## config.mk

```make
export PLATFORM = sky130hd
export DESIGN_NAME = lbm_position_tracker
export DESIGN_NICKNAME = d
export VERILOG_FILES = /design/src/rtl/lbm_position_tracker.sv
export SDC_FILE = /design/constraint.sdc
export NUM_CORES = 1
export LEC_CHECK = 0
export BUFFER_PORTS_ARGS = -buffer_cell sky130_fd_sc_hd__buf_4
export CAP_MARGIN = 0
export CORE_MARGIN = 1.5
export CORE_UTILIZATION = 25
export CTS_BUF_LIST = sky130_fd_sc_hd__clkbuf_8
export CTS_CLUSTER_SIZE = 14
export DETAILED_ROUTE_END_ITERATION = 6
export MAX_ROUTING_LAYER = met4
export PLACE_DENSITY_LB_ADDON = 0.25
export SLEW_MARGIN = 20
export SYNTH_ARGS = -nofsm -noshare
export SYNTH_HDL_FRONTEND = slang
export SYNTH_SLANG_ARGS = --single-unit
```

## constraint.sdc

```tcl
create_clock -name Clk -period 3.25 [get_ports Clk]
set_input_delay 0.325 -clock Clk [delete_from_list [all_inputs] [get_ports Clk]]
set_output_delay 0.325 -clock Clk [all_outputs]
set_load 0.005 [all_outputs]
```

## src/rtl/lbm_position_tracker.sv

```systemverilog
// Grid-position / time bookkeeping for the LBM controller: cell and time counters,
// registered boundary flags and D2Q9 streaming addresses. Optional macro: PERIODIC_X_EN.
module lbm_position_tracker #(
  parameter int NX               = 16,
  parameter int NY               = 16,
  parameter int GRID_DIM         = NX * NY,
  parameter int ADDRESS_WIDTH    = $clog2(GRID_DIM),
  parameter int ADDRESS_WIDTH2   = $clog2(GRID_DIM) + 1,
  parameter int MAX_TIME         = 10,
  parameter int TIME_COUNT_WIDTH = $clog2(MAX_TIME)
) (
  input  logic                        Clk,
  input  logic                        Reset,
  input  logic                        count_init_en,
  input  logic                        row_count_en,
  input  logic                        time_count_en,
  output logic [ADDRESS_WIDTH-1:0]    count_init,
  output logic [TIME_COUNT_WIDTH-1:0] time_count,
  output logic [$clog2(NY)-1:0]       row,
  output logic [$clog2(NX)-1:0]       col,
  output logic                        LID,
  output logic                        BOTTOM_WALL,
  output logic                        LEFT_WALL,
  output logic                        RIGHT_WALL,
  output logic [ADDRESS_WIDTH2-1:0]   stream_addr0,
  output logic [ADDRESS_WIDTH2-1:0]   stream_addr1,
  output logic [ADDRESS_WIDTH2-1:0]   stream_addr2,
  output logic [ADDRESS_WIDTH2-1:0]   stream_addr3,
  output logic [ADDRESS_WIDTH2-1:0]   stream_addr4,
  output logic [ADDRESS_WIDTH2-1:0]   stream_addr5,
  output logic [ADDRESS_WIDTH2-1:0]   stream_addr6,
  output logic [ADDRESS_WIDTH2-1:0]   stream_addr7,
  output logic [ADDRESS_WIDTH2-1:0]   stream_addr8,
  output logic                        decode_valid,
  output logic                        sim_done
);

  localparam int AW  = ADDRESS_WIDTH;
  localparam int AW2 = ADDRESS_WIDTH2;
  localparam int RW  = $clog2(NY);
  localparam int CW  = $clog2(NX);
  localparam int TW  = TIME_COUNT_WIDTH;

  // D2Q9 velocity set, direction order 0..8
  localparam int CX [9] = '{0, 1, 0, -1, 0, 1, -1, -1, 1};
  localparam int CY [9] = '{0, 0, 1, 0, -1, 1, 1, -1, -1};

  logic [AW-1:0]  count_q, count_d;
  logic [RW-1:0]  row_cnt_q, row_cnt_d;
  logic [CW-1:0]  col_cnt_q, col_cnt_d;
  logic [TW-1:0]  time_q, time_d;
  logic [RW-1:0]  row_q;
  logic [CW-1:0]  col_q;
  logic           lid_q, bottom_q, left_q, right_q;
  logic           left_d, right_d;
  logic           valid_q;
  logic [AW2-1:0] addr_q [9];
  logic [AW2-1:0] addr_d [9];

  // Neighbour index, or all-ones when the neighbour falls off the grid.
  function automatic logic [AW2-1:0] neigh(input logic [CW-1:0] c, input logic [RW-1:0] r,
                                           input int dx, input int dy);
    int x;
    int y;
    x = int'(c) + dx;
    y = int'(r) + dy;
`ifdef PERIODIC_X_EN
    if (x < 0) x = NX - 1;
    else if (x >= NX) x = 0;
`endif
    if (x < 0 || x >= NX || y < 0 || y >= NY) return '1;
    return AW2'(y * NX + x);
  endfunction

  // Row/col counters run alongside the linear count so no divider is needed.
  always_comb begin
    count_d   = count_q;
    row_cnt_d = row_cnt_q;
    col_cnt_d = col_cnt_q;
    if (count_init_en) begin
      count_d = (count_q == AW'(GRID_DIM - 1)) ? '0 : count_q + 1'b1;
      if (col_cnt_q == CW'(NX - 1)) begin
        col_cnt_d = '0;
        row_cnt_d = (row_cnt_q == RW'(NY - 1)) ? '0 : row_cnt_q + 1'b1;
      end else begin
        col_cnt_d = col_cnt_q + 1'b1;
      end
    end
  end

  always_comb begin
    time_d = time_q;
    if (time_count_en && time_q != TW'(MAX_TIME)) time_d = time_q + 1'b1;
  end

  always_comb begin
    for (int k = 0; k < 9; k++) addr_d[k] = neigh(col_cnt_q, row_cnt_q, CX[k], CY[k]);
`ifdef PERIODIC_X_EN
    left_d  = 1'b0;
    right_d = 1'b0;
`else
    left_d  = (col_cnt_q == '0);
    right_d = (col_cnt_q == CW'(NX - 1));
`endif
  end

  always_ff @(posedge Clk) begin
    if (Reset) begin
      count_q   <= '0;
      row_cnt_q <= '0;
      col_cnt_q <= '0;
      time_q    <= '0;
      row_q     <= '0;
      col_q     <= '0;
      lid_q     <= 1'b0;
      bottom_q  <= 1'b0;
      left_q    <= 1'b0;
      right_q   <= 1'b0;
      valid_q   <= 1'b0;
      for (int k = 0; k < 9; k++) addr_q[k] <= '1;
    end else begin
      count_q   <= count_d;
      row_cnt_q <= row_cnt_d;
      col_cnt_q <= col_cnt_d;
      time_q    <= time_d;
      if (row_count_en) begin
        row_q    <= row_cnt_q;
        col_q    <= col_cnt_q;
        lid_q    <= (row_cnt_q == RW'(NY - 1));
        bottom_q <= (row_cnt_q == '0);
        left_q   <= left_d;
        right_q  <= right_d;
        for (int k = 0; k < 9; k++) addr_q[k] <= addr_d[k];
      end
      // Set wins over clear when both enables coincide.
      if (row_count_en)       valid_q <= 1'b1;
      else if (count_init_en) valid_q <= 1'b0;
    end
  end

  assign count_init   = count_q;
  assign time_count   = time_q;
  assign row          = row_q;
  assign col          = col_q;
  assign LID          = lid_q;
  assign BOTTOM_WALL  = bottom_q;
  assign LEFT_WALL    = left_q;
  assign RIGHT_WALL   = right_q;
  assign stream_addr0 = addr_q[0];
  assign stream_addr1 = addr_q[1];
  assign stream_addr2 = addr_q[2];
  assign stream_addr3 = addr_q[3];
  assign stream_addr4 = addr_q[4];
  assign stream_addr5 = addr_q[5];
  assign stream_addr6 = addr_q[6];
  assign stream_addr7 = addr_q[7];
  assign stream_addr8 = addr_q[8];
  assign decode_valid = valid_q;
  assign sim_done     = (time_q == TW'(MAX_TIME));

endmodule

```

==> results.json, run 1 <==
{
  "synth_edf_count": 81,
  "ys_warn_count": 0,
  "post_synth_instance_area_um2": 4960,
  "powerDensity_nw_per_um2": 504,
  "holdBufCountCts": 0,
  "cts_buffers": 17,
  "post_synth_xor_area_fraction": 0.0563,
  "drt-wirelength-per-cell_um": 15.4,
  "place_inst": 787,
  "synth-simple-area-share": 0.162,
  "initial_core_util": 0.255,
  "setup_viol_count_final": 0,
  "synth.top_cells.by_area": "edfxtp_1, dfxtp_1, ha_1, nand2_1, xnor2_1",
  "largest_net_degree_at_the_start_of_global_routing": 48,
  "place_hpwl_um": 8860,
  "crit_path_end_kind": "register",
  "regToRegSetupSlack_ps": 540,
  "synth_top_area_share": 0.490,
  "globalplace.congestion": 0.779,
  "placeableCoreArea_um2": 19500,
  "worst_hold_path_type": "in -> reg",
  "clock_transition_at_the_registers_of_the_reported_paths_ps": 70,
  "commonest_cells_in_the_synthesized_netlist": "edfxtp_1, nand2_1, nor2_1, dfxtp_1, nand3_1",
  "final.period_utilization": 0.833,
  "final_antenna_net_count": 0,
  "post_cts.resized_instances": 0,
  "run_status": "finished, final reports clean",
  "achievable_freq_mhz": 369,
  "fin_worst_hold_slack_ps": 189,
  "design.die.area_um2": 20700,
  "tritoncts": "yes",
  "arrival_ps": 2890,
  "postSynth.topFlopCell": "edfxtp_1",
  "global_route.usage.total": 0.130,
  "post_cts.repair.setup_buffers": 0,
  "h_tree_levels": 4,
  "cp_data_required_time_ps": 3430,
  "complex_gate_fraction_of_the_synthesized_area": 0.0439,
  "timing.slew.headroom": 0.486,
  "start_kind": "register",
  "setup_total_negative_slack_ps": 0,
  "synth-async-reset-ratio": 0,
  "vias": 3518,
  "cap_viol_max_count": 0,
  "final_max_slew_viol_count": 0,
  "path_class": "reg -> reg",
  "first_pass_iters": 4,
  "number_of_antenna_violations_at_the_first_check_in_global_routing": 0,
  "synth_net_count": 454,
  "worst-path-max-fanout": 14,
  "wirelength_um": 12600,
  "nNetsFinal": 566,
  "yosysSeqAreaShare": 0.624,
  "dominant_combinational_cell_family_by_area_after_synthesis": "simple AND/OR/NAND/NOR gates",
  "insertion_delay_ps": 440,
  "area_growth_pct": 30.9,
  "final_hold_fails": 0,
  "synth_area_per_cell_um2": 11.6,
  "design.portCount": 112,
  "yosys.cell_count.top_type": "edfxtp_1",
  "cts.path.max_buffers": 2,
  "synth.lib_cells_used.distinct": 41,
  "drcViolationCount": 0,
  "die_h_um": 144,
  "synth-adder-area-share": 0.0505,
  "grt_setup_unrepaired": "false",
  "synth-seq-cells": 114,
  "final_layout_size_suffix_gt1_frac": 0.280,
  "layout_min_cycle_time_ps": 2710,
  "yosys.area.top_type": "edfxtp_1",
  "grt_pass1_wl_um": 19400,
  "final_cell_count_no_fill": 819,
  "worstMarginPinSlew_ps": 765,
  "io_buffers": 111,
  "row_count": 51,
  "floorplan.die.width_um": 144,
  "synth_cells": 429,
  "setup_skew_after_layout_ps": 9.22,
  "drt-initial-drc-count": 189,
  "drt-vias-per-instance": 4.30,
  "synthMuxAreaShare": 0.0283,
  "worst_ir_drop_on_vdd_v": 0.000231,
  "clock_sinks": 114,
  "vias_in_the_first_global_route": 3452,
  "p_leak_uw": 0.00240,
  "global_route.overflow_total": 0,
  "diodes": 0,
  "cts_root_buffer": "clkbuf_8"
}
## routing by layer
metal,up-vias,part of all wire,global-route usage
li1,1702,-,-
met1,1687,0.46,0.161
met2,114,0.45,0.196
met3,15,0.077,0.0523
met4,0,0.011,0.0387
met5,-,0,-
## logic make-up after synthesis
kind of cell / count (synthesis)
multiplexers: 14
flip-flops: 114
AO/OA/AOI/OAI: 35
AND/OR/NAND/NOR: 172
XOR/XNOR: 31
adder cells (fa/ha/maj): 20
buffers and inverters: 43
## sequential cells by signal, summed over array words and instances, names as in the netlist
register,flops
decode_valid,1
time_count,4
LID,1
BOTTOM_WALL,1
col_cnt_q,4
LEFT_WALL,1
count_init,8
RIGHT_WALL,1
row_cnt_q,4
col,4
row,4
addr_q,81
## worst max-delay path, cell delays in order (launching register included)
cell	delay, ps
dfxtp_1	650
ha_1	320
nand3_1	250
inv_1	390
ha_1	240
ha_1	230
or3_1	360
## worst paths after layout
check	startpoint	to	cells after the start
setup / recovery	col_cnt_q[0]	addr_q[0][14]	6
hold / removal	time_count_en	time_count[2]	3
setup reg to reg	col_cnt_q[0]	addr_q[0][14]	6
hold reg to reg	LID	LID	2
## area by class of cell
class | instances | area, um^2
Fill cell | 1977 | 13000
Sequential cell | 114 | 3090
Multi-Input combinational cell | 272 | 1690
Timing Repair Buffer | 118 | 898
Tap cell | 265 | 332
Clock buffer | 19 | 262
Clock inverter | 13 | 144
Inverter | 18 | 71.3
## stage by stage
stage                util  power [uW]  setup WS (ps)  cell area (um^2)
global route        0.333        3410            340              6490
detailed placement  0.313        1940            538              6080
floorplan               -        1810            651              4960
finish              0.333        3270            543              6490
global placement    0.313        1940            704              6080
CTS                 0.333        3310            521              6490
## placed cells by master, fill, tap and decap left out, types with 3 or more instances in the layout
cell type   count
nand2b_1       14
xor2_1         10
clkinvlp_4      3
nand2_1        63
inv_1          17
mux2i_1        14
bufinv_16       3
nand3_1        26
xnor2_1        20
clkbuf_8       19
a21oi_1        16
or3_1           4
and2_1          4
dfxtp_1        33
edfxtp_1       81
ha_1           20
nor3_1          5
buf_4         117
nand4_1        10
nor2_1         34
clkinv_2        5
and3_1          3
o21ai_0         6
## power breakdown
part | total, uW | internal, uW | switching [uW] | leakage, uW
Clock | 1370 | 784 | 587 | 0.000207
Sequential | 1650 | 1610 | 32.3 | 0.000970
Combinational | 256 | 122 | 134 | 0.00122
Total | 3270 | 2520 | 754 | 0.00240
No activity file was read; power rests on OpenSTA's default activity.
==> run 2, diff against run 1 <==
- ABC_AREA: unset -> 1
- clock period: 3.25 -> 2.75 ns (I/O delays scaled with it)
==> run 2 against run 1 <==
Against the previous run: critical path depth rose by 4; sequential cell count is the same; via count increased by 6.5%; synthesized cell count up 13%; clock power grew 34%; sequential share of layout area decreased by 1.5 points; total power is 26% higher; final cell count increased by 8.9%; clock-buffer cell count stayed put; global-route usage increased by 0.095 points; synthesized area rose by 2.0%.
==> results.json, run 2 <==
{
  "setup_skew_after_layout_ps": 10.1,
  "synth_net_count": 511,
  "setup_total_negative_slack_ps": 0,
  "seq_area_um2": 3090,
  "final_layout_size_suffix_gt1_frac": 0.297,
  "fin_worst_hold_slack_ps": 105,
  "largest_net_degree_at_the_start_of_global_routing": 57,
  "drt-vias-per-instance": 4.20,
  "post_cts.repair.setup_buffers": 0,
  "grt_pass1_wl_um": 20700,
  "drt-wirelength-per-cell_um": 14.5,
  "path_class": "reg -> reg",
  "die_h_um": 145,
  "globalplace.congestion": 0.841,
  "critical-path-top-cell-by-count": "nand2_1",
  "worst_hold_path_type": "in -> reg",
  "drcViolationCount": 0,
  "worstHoldStart": "Reset",
  "global_route.usage.total": 0.131,
  "timing.slew.headroom": 0.632,
  "final.period_utilization": 0.885,
  "r2r.worst_path.cells": 10,
  "final_cell_mix": "nand2_1, buf_4, edfxtp_1, inv_1, dfxtp_1",
  "fillers": 2053,
  "io_buffers": 111,
  "layout_min_cycle_time_ps": 2430,
  "worst_hold_path.endpoint": "col_cnt_q[3]",
  "crit_path_end_kind": "register",
  "cp_data_required_time_ps": 2940,
  "cts_buffers": 17,
  "yosys.area.top_type": "edfxtp_1",
  "arrival_ps": 2630,
  "grt_setup_unrepaired": "false",
  "number_of_antenna_violations_at_the_first_check_in_global_routing": 0,
  "run_status": "finished, final reports clean",
  "commonest_cells_in_the_synthesized_netlist": "nand2_1, edfxtp_1, inv_1, dfxtp_1, nand3_1",
  "postSynth.topFlopCell": "edfxtp_1",
  "nNetsFinal": 639,
  "worst_ir_drop_on_vdd_v": 0.000331,
  "achievable_freq_mhz": 411,
  "final_hold_fails": 0,
  "post_cts.resized_instances": 0,
  "first_pass_iters": 4,
  "p_leak_uw": 0.00258,
  "design.portCount": 112,
  "synth.lib_cells_used.distinct": 37,
  "cap_viol_max_count": 0,
  "final_max_slew_viol_count": 0,
  "rr_startpoint": "row_cnt_q[1]",
  "cpLargestDelayFamily": "adder cells",
  "wirelength_um": 13000,
  "diodes": 0,
  "cts_root_buffer": "clkbuf_8",
  "tritoncts": "yes",
  "setup_viol_count_final": 0,
  "vias": 3745,
  "multiInputGateArea_um2": 1690,
  "placeableCoreArea_um2": 19700,
  "synth_edf_count": 81,
  "vias_in_the_first_global_route": 3872,
  "cts.path.max_buffers": 2,
  "synth-seq-cells": 114,
  "synth_cells": 486,
  "totalPowerFinal_uw": 4120,
  "h_tree_levels": 4,
  "initial_core_util": 0.257,
  "largest_register_ffs": 81,
  "post_synth_instance_area_um2": 5060,
  "synth_area_per_cell_um2": 10.4,
  "area_growth_pct": 32.5,
  "clock_sinks": 114,
  "insertion_delay_ps": 440,
  "floorplan.die.width_um": 145,
  "yosys.cell_count.top_type": "nand2_1",
  "drt-initial-drc-count": 180,
  "row_count": 51,
  "largest_register": "addr_q",
  "place_hpwl_um": 9580,
  "cp_slowest_cell": "ha_1",
  "crit_path_cell_trace": "inv_1 -> ha_1 -> ha_1 -> nand2_1 -> inv_1 -> or2_2 -> nand2_1 -> nand2_1 -> nand3_1 -> nand3_2",
  "holdBufCountCts": 0,
  "largest_incremental_delay_on_the_critical_path_ps": 500,
  "synth-async-reset-ratio": 0,
  "crit_buf_inv": 2,
  "clock_transition_at_the_registers_of_the_reported_paths_ps": 70,
  "worst-path-max-fanout": 8,
  "synth_top_area_share": 0.481,
  "final_antenna_net_count": 0,
  "yosysSeqAreaShare": 0.611,
  "global_route.overflow_total": 0,
  "synth.top_cells.by_area": "edfxtp_1, dfxtp_1, nand2_1, ha_1, inv_1",
  "hold-path-cell-count": 2,
  "worstMarginPinSlew_ps": 546,
  "ys_warn_count": 0,
  "powerDensity_nw_per_um2": 614,
  "mostFrequentLayoutCell": "nand2_1",
  "regToRegSetupSlack_ps": 320,
  "design.die.area_um2": 21100,
  "r2r-end": "addr_q[0][61]",
  "start_kind": "register"
}
==> run 2: per-stage QoR <==
stage	setup slack (ps)	cells	utilization	instance area (um^2)
floorplan	538	486	-	5060
global placement	442	860	0.317	6230
detailed placement	353	860	0.317	6230
CTS	326	892	0.341	6700
global route	138	892	0.341	6700
finish	315	892	0.341	6700
==> run 2: metal layers <==
metal	routed length, um	track usage
met1	5760	0.154
met2	6080	0.204
met3	970	0.0547
met4	153	0.0413
met5	0	-
==> run 2: worst register-to-register path, stage by stage, from the launching register on <==
cell and delay (ps):
dfxtp_1 470, inv_1 200, ha_1 500, ha_1 320, nand2_1 70, inv_1 50
or2_2 260, nand2_1 90, nand2_1 60, nand3_1 90, nand3_2 70
==> run 2: worst max-delay path by stage <==
stage,slack (ps),start,cells past startpoint,to
after floorplan,540,row_cnt_q[0],10,addr_q[0][61]
after global placement,440,row_cnt_q[1],10,addr_q[0][61]
after detailed placement,350,row_cnt_q[1],10,addr_q[0][61]
after CTS,330,row_cnt_q[1],10,addr_q[0][61]
after global routing,140,row_cnt_q[1],10,addr_q[0][61]
final,320,row_cnt_q[1],10,addr_q[0][61]
==> run 2: area by class of cell <==
type,instances,area share
Multi-Input combinational cell,305,0.252
Clock buffer,19,0.0390
Timing Repair Buffer,118,0.134
Inverter,58,0.0332
Clock inverter,13,0.0310
Sequential cell,114,0.461
Tap cell,265,0.0495
==> run 2: kinds of logic (layout without fill, tap and decap cells) <==
kind of cell | count (synthesis) | after routing | share of synthesized area
xor gates and xnor gates | 12 | 12 | 0.0208
and+or+nand+nor | 225 | 225 | 0.211
AOI/OAI and AO/OA | 48 | 48 | 0.0519
buffers and inverters | 67 | 208 | 0.0552
DFF | 114 | 114 | 0.611
adders and majority gates | 20 | 20 | 0.0495
==> run 2: power breakdown <==
group | switching [uW] | internal [uW]
clock network | 717 | 1120
logic | 221 | 136
registers | 27.9 | 1890
==> run 3, diff against run 2 <==
- ABC_AREA: 1 -> unset
==> run 3 against run 2 <==
Against the previous run: clock-buffer cell count shrank 2; non-clock buffer count grew 13; die area shrank 1.9%; fmax grew 0.73%; clock skew shrank 3.0 ps; critical path depth shrank 3; critical path type unchanged; largest power group unchanged.
==> results.json, run 3 (synthesized netlist as in run 1, its figures left out) <==
{
  "insertion_delay_ps": 430,
  "drt-initial-drc-count": 209,
  "final_max_slew_viol_count": 0,
  "grt_setup_unrepaired": "false",
  "final_antenna_net_count": 0,
  "crit_buf_inv": 1,
  "worstMarginPinSlew_ps": 647,
  "io_buffers": 111,
  "crit_path_end_kind": "register",
  "holdBufCountCts": 0,
  "first_pass_iters": 4,
  "drt-vias-per-instance": 4.22,
  "tritoncts": "yes",
  "die_h_um": 144,
  "post_cts.repair.setup_buffers": 0,
  "cp_slowest_cell": "or4_1",
  "cp_data_required_time_ps": 2900,
  "post_cts.resized_instances": 0,
  "vias_in_the_first_global_route": 3426,
  "clock_transition_at_the_registers_of_the_reported_paths_ps": 70,
  "grt_pass1_wl_um": 18900,
  "p_leak_uw": 0.00246,
  "worst_hold_path_type": "in -> reg",
  "setup_total_negative_slack_ps": 0,
  "fillers": 1999,
  "final_hold_fails": 0,
  "arrival_ps": 2560,
  "design.portCount": 112,
  "powerDensity_nw_per_um2": 579,
  "largest_register_ffs": 81,
  "globalplace.congestion": 0.776,
  "nNetsFinal": 579,
  "run_status": "finished, final reports clean",
  "largest_register": "addr_q",
  "cts_root_buffer": "clkbuf_8",
  "row_count": 51,
  "setup_viol_count_final": 0,
  "clock_sinks": 114,
  "number_of_antenna_violations_at_the_first_check_in_global_routing": 0,
  "drcViolationCount": 0,
  "vias": 3513,
  "initial_core_util": 0.255,
  "drt-wirelength-per-cell_um": 15.2,
  "diodes": 0,
  "layout_min_cycle_time_ps": 2420,
  "design.die.area_um2": 20700,
  "area_growth_pct": 32.4,
  "cpLargestDelayFamily": "simple AND/OR/NAND/NOR gates",
  "final.period_utilization": 0.879,
  "achievable_freq_mhz": 414,
  "multiInputGateArea_um2": 1690,
  "placeableCoreArea_um2": 19500,
  "mostFrequentLayoutCell": "buf_4",
  "timing.slew.headroom": 0.569,
  "worst-path-max-fanout": 8,
  "global_route.usage.total": 0.129,
  "setup_skew_after_layout_ps": 7.06,
  "worst_ir_drop_on_vdd_v": 0.000282,
  "critical-path-top-cell-by-count": "xnor2_1",
  "floorplan.die.width_um": 144,
  "start_kind": "register",
  "global_route.overflow_total": 0,
  "largest_net_degree_at_the_start_of_global_routing": 46,
  "cap_viol_max_count": 0,
  "largest_incremental_delay_on_the_critical_path_ps": 690,
  "place_hpwl_um": 8970,
  "cts.path.max_buffers": 2,
  "final_cell_mix": "buf_4, edfxtp_1, nand2_1, nor2_1, dfxtp_1",
  "seq_area_um2": 3090,
  "path_class": "reg -> reg",
  "crit_path_cell_trace": "or4_1 -> inv_2 -> ha_1 -> a21oi_1 -> xnor2_1 -> xnor2_1 -> nand2_1",
  "final_layout_size_suffix_gt1_frac": 0.295,
  "h_tree_levels": 4,
  "fin_worst_hold_slack_ps": 157,
  "wirelength_um": 12700,
  "cts_buffers": 17
}
run 3: area by class of cell:
type                            count  area share
Clock inverter                     15      0.0231
Sequential cell                   114       0.471
Timing Repair Buffer              131       0.152
Multi-Input combinational cell    272       0.257
Tap cell                          265      0.0505
Inverter                           18      0.0109
Clock buffer                       17      0.0356
run 3: where the power goes:
group | internal [uW] | switching, uW | total [uW]
logic | 151 | 170 | 322
clock network | 872 | 668 | 1540
registers | 1910 | 30.8 | 1940
run 3: layer usage:
layer	GRT usage	vias to the layer above	routed length (um)
li1	-	1730	-
met1	0.158	1664	5750
met2	0.190	103	5770
met3	0.0497	16	958
met4	0.0510	0	192
met5	-	-	0
run 3: worst paths after layout:
check | from | endpoint | slack (ps) | cells after the start
worst max-delay path | col_cnt_q[0] | addr_q[0][60] | 330 | 7
worst min-delay path | time_count_en | time_count[2] | 160 | 3
worst max register to register | col_cnt_q[0] | addr_q[0][60] | 330 | 7
worst min register to register | BOTTOM_WALL | BOTTOM_WALL | 490 | 2
run 3: tightest hold or removal path, stage by stage:
cell,delay (ps)
buf_4,90
a21bo_2,120
a21oi_1,50
run 3: stage by stage:
step | util | instance area (um^2) | power [uW] | cells | worst slack, ps
floorplan | - | 4960 | 2140 | 429 | 201
global placement | 0.318 | 6180 | 2300 | 800 | 429
detailed placement | 0.318 | 6180 | 2310 | 800 | 362
CTS | 0.337 | 6570 | 3870 | 832 | 345
global route | 0.337 | 6570 | 3960 | 832 | 232
finish | 0.337 | 6570 | 3800 | 832 | 333
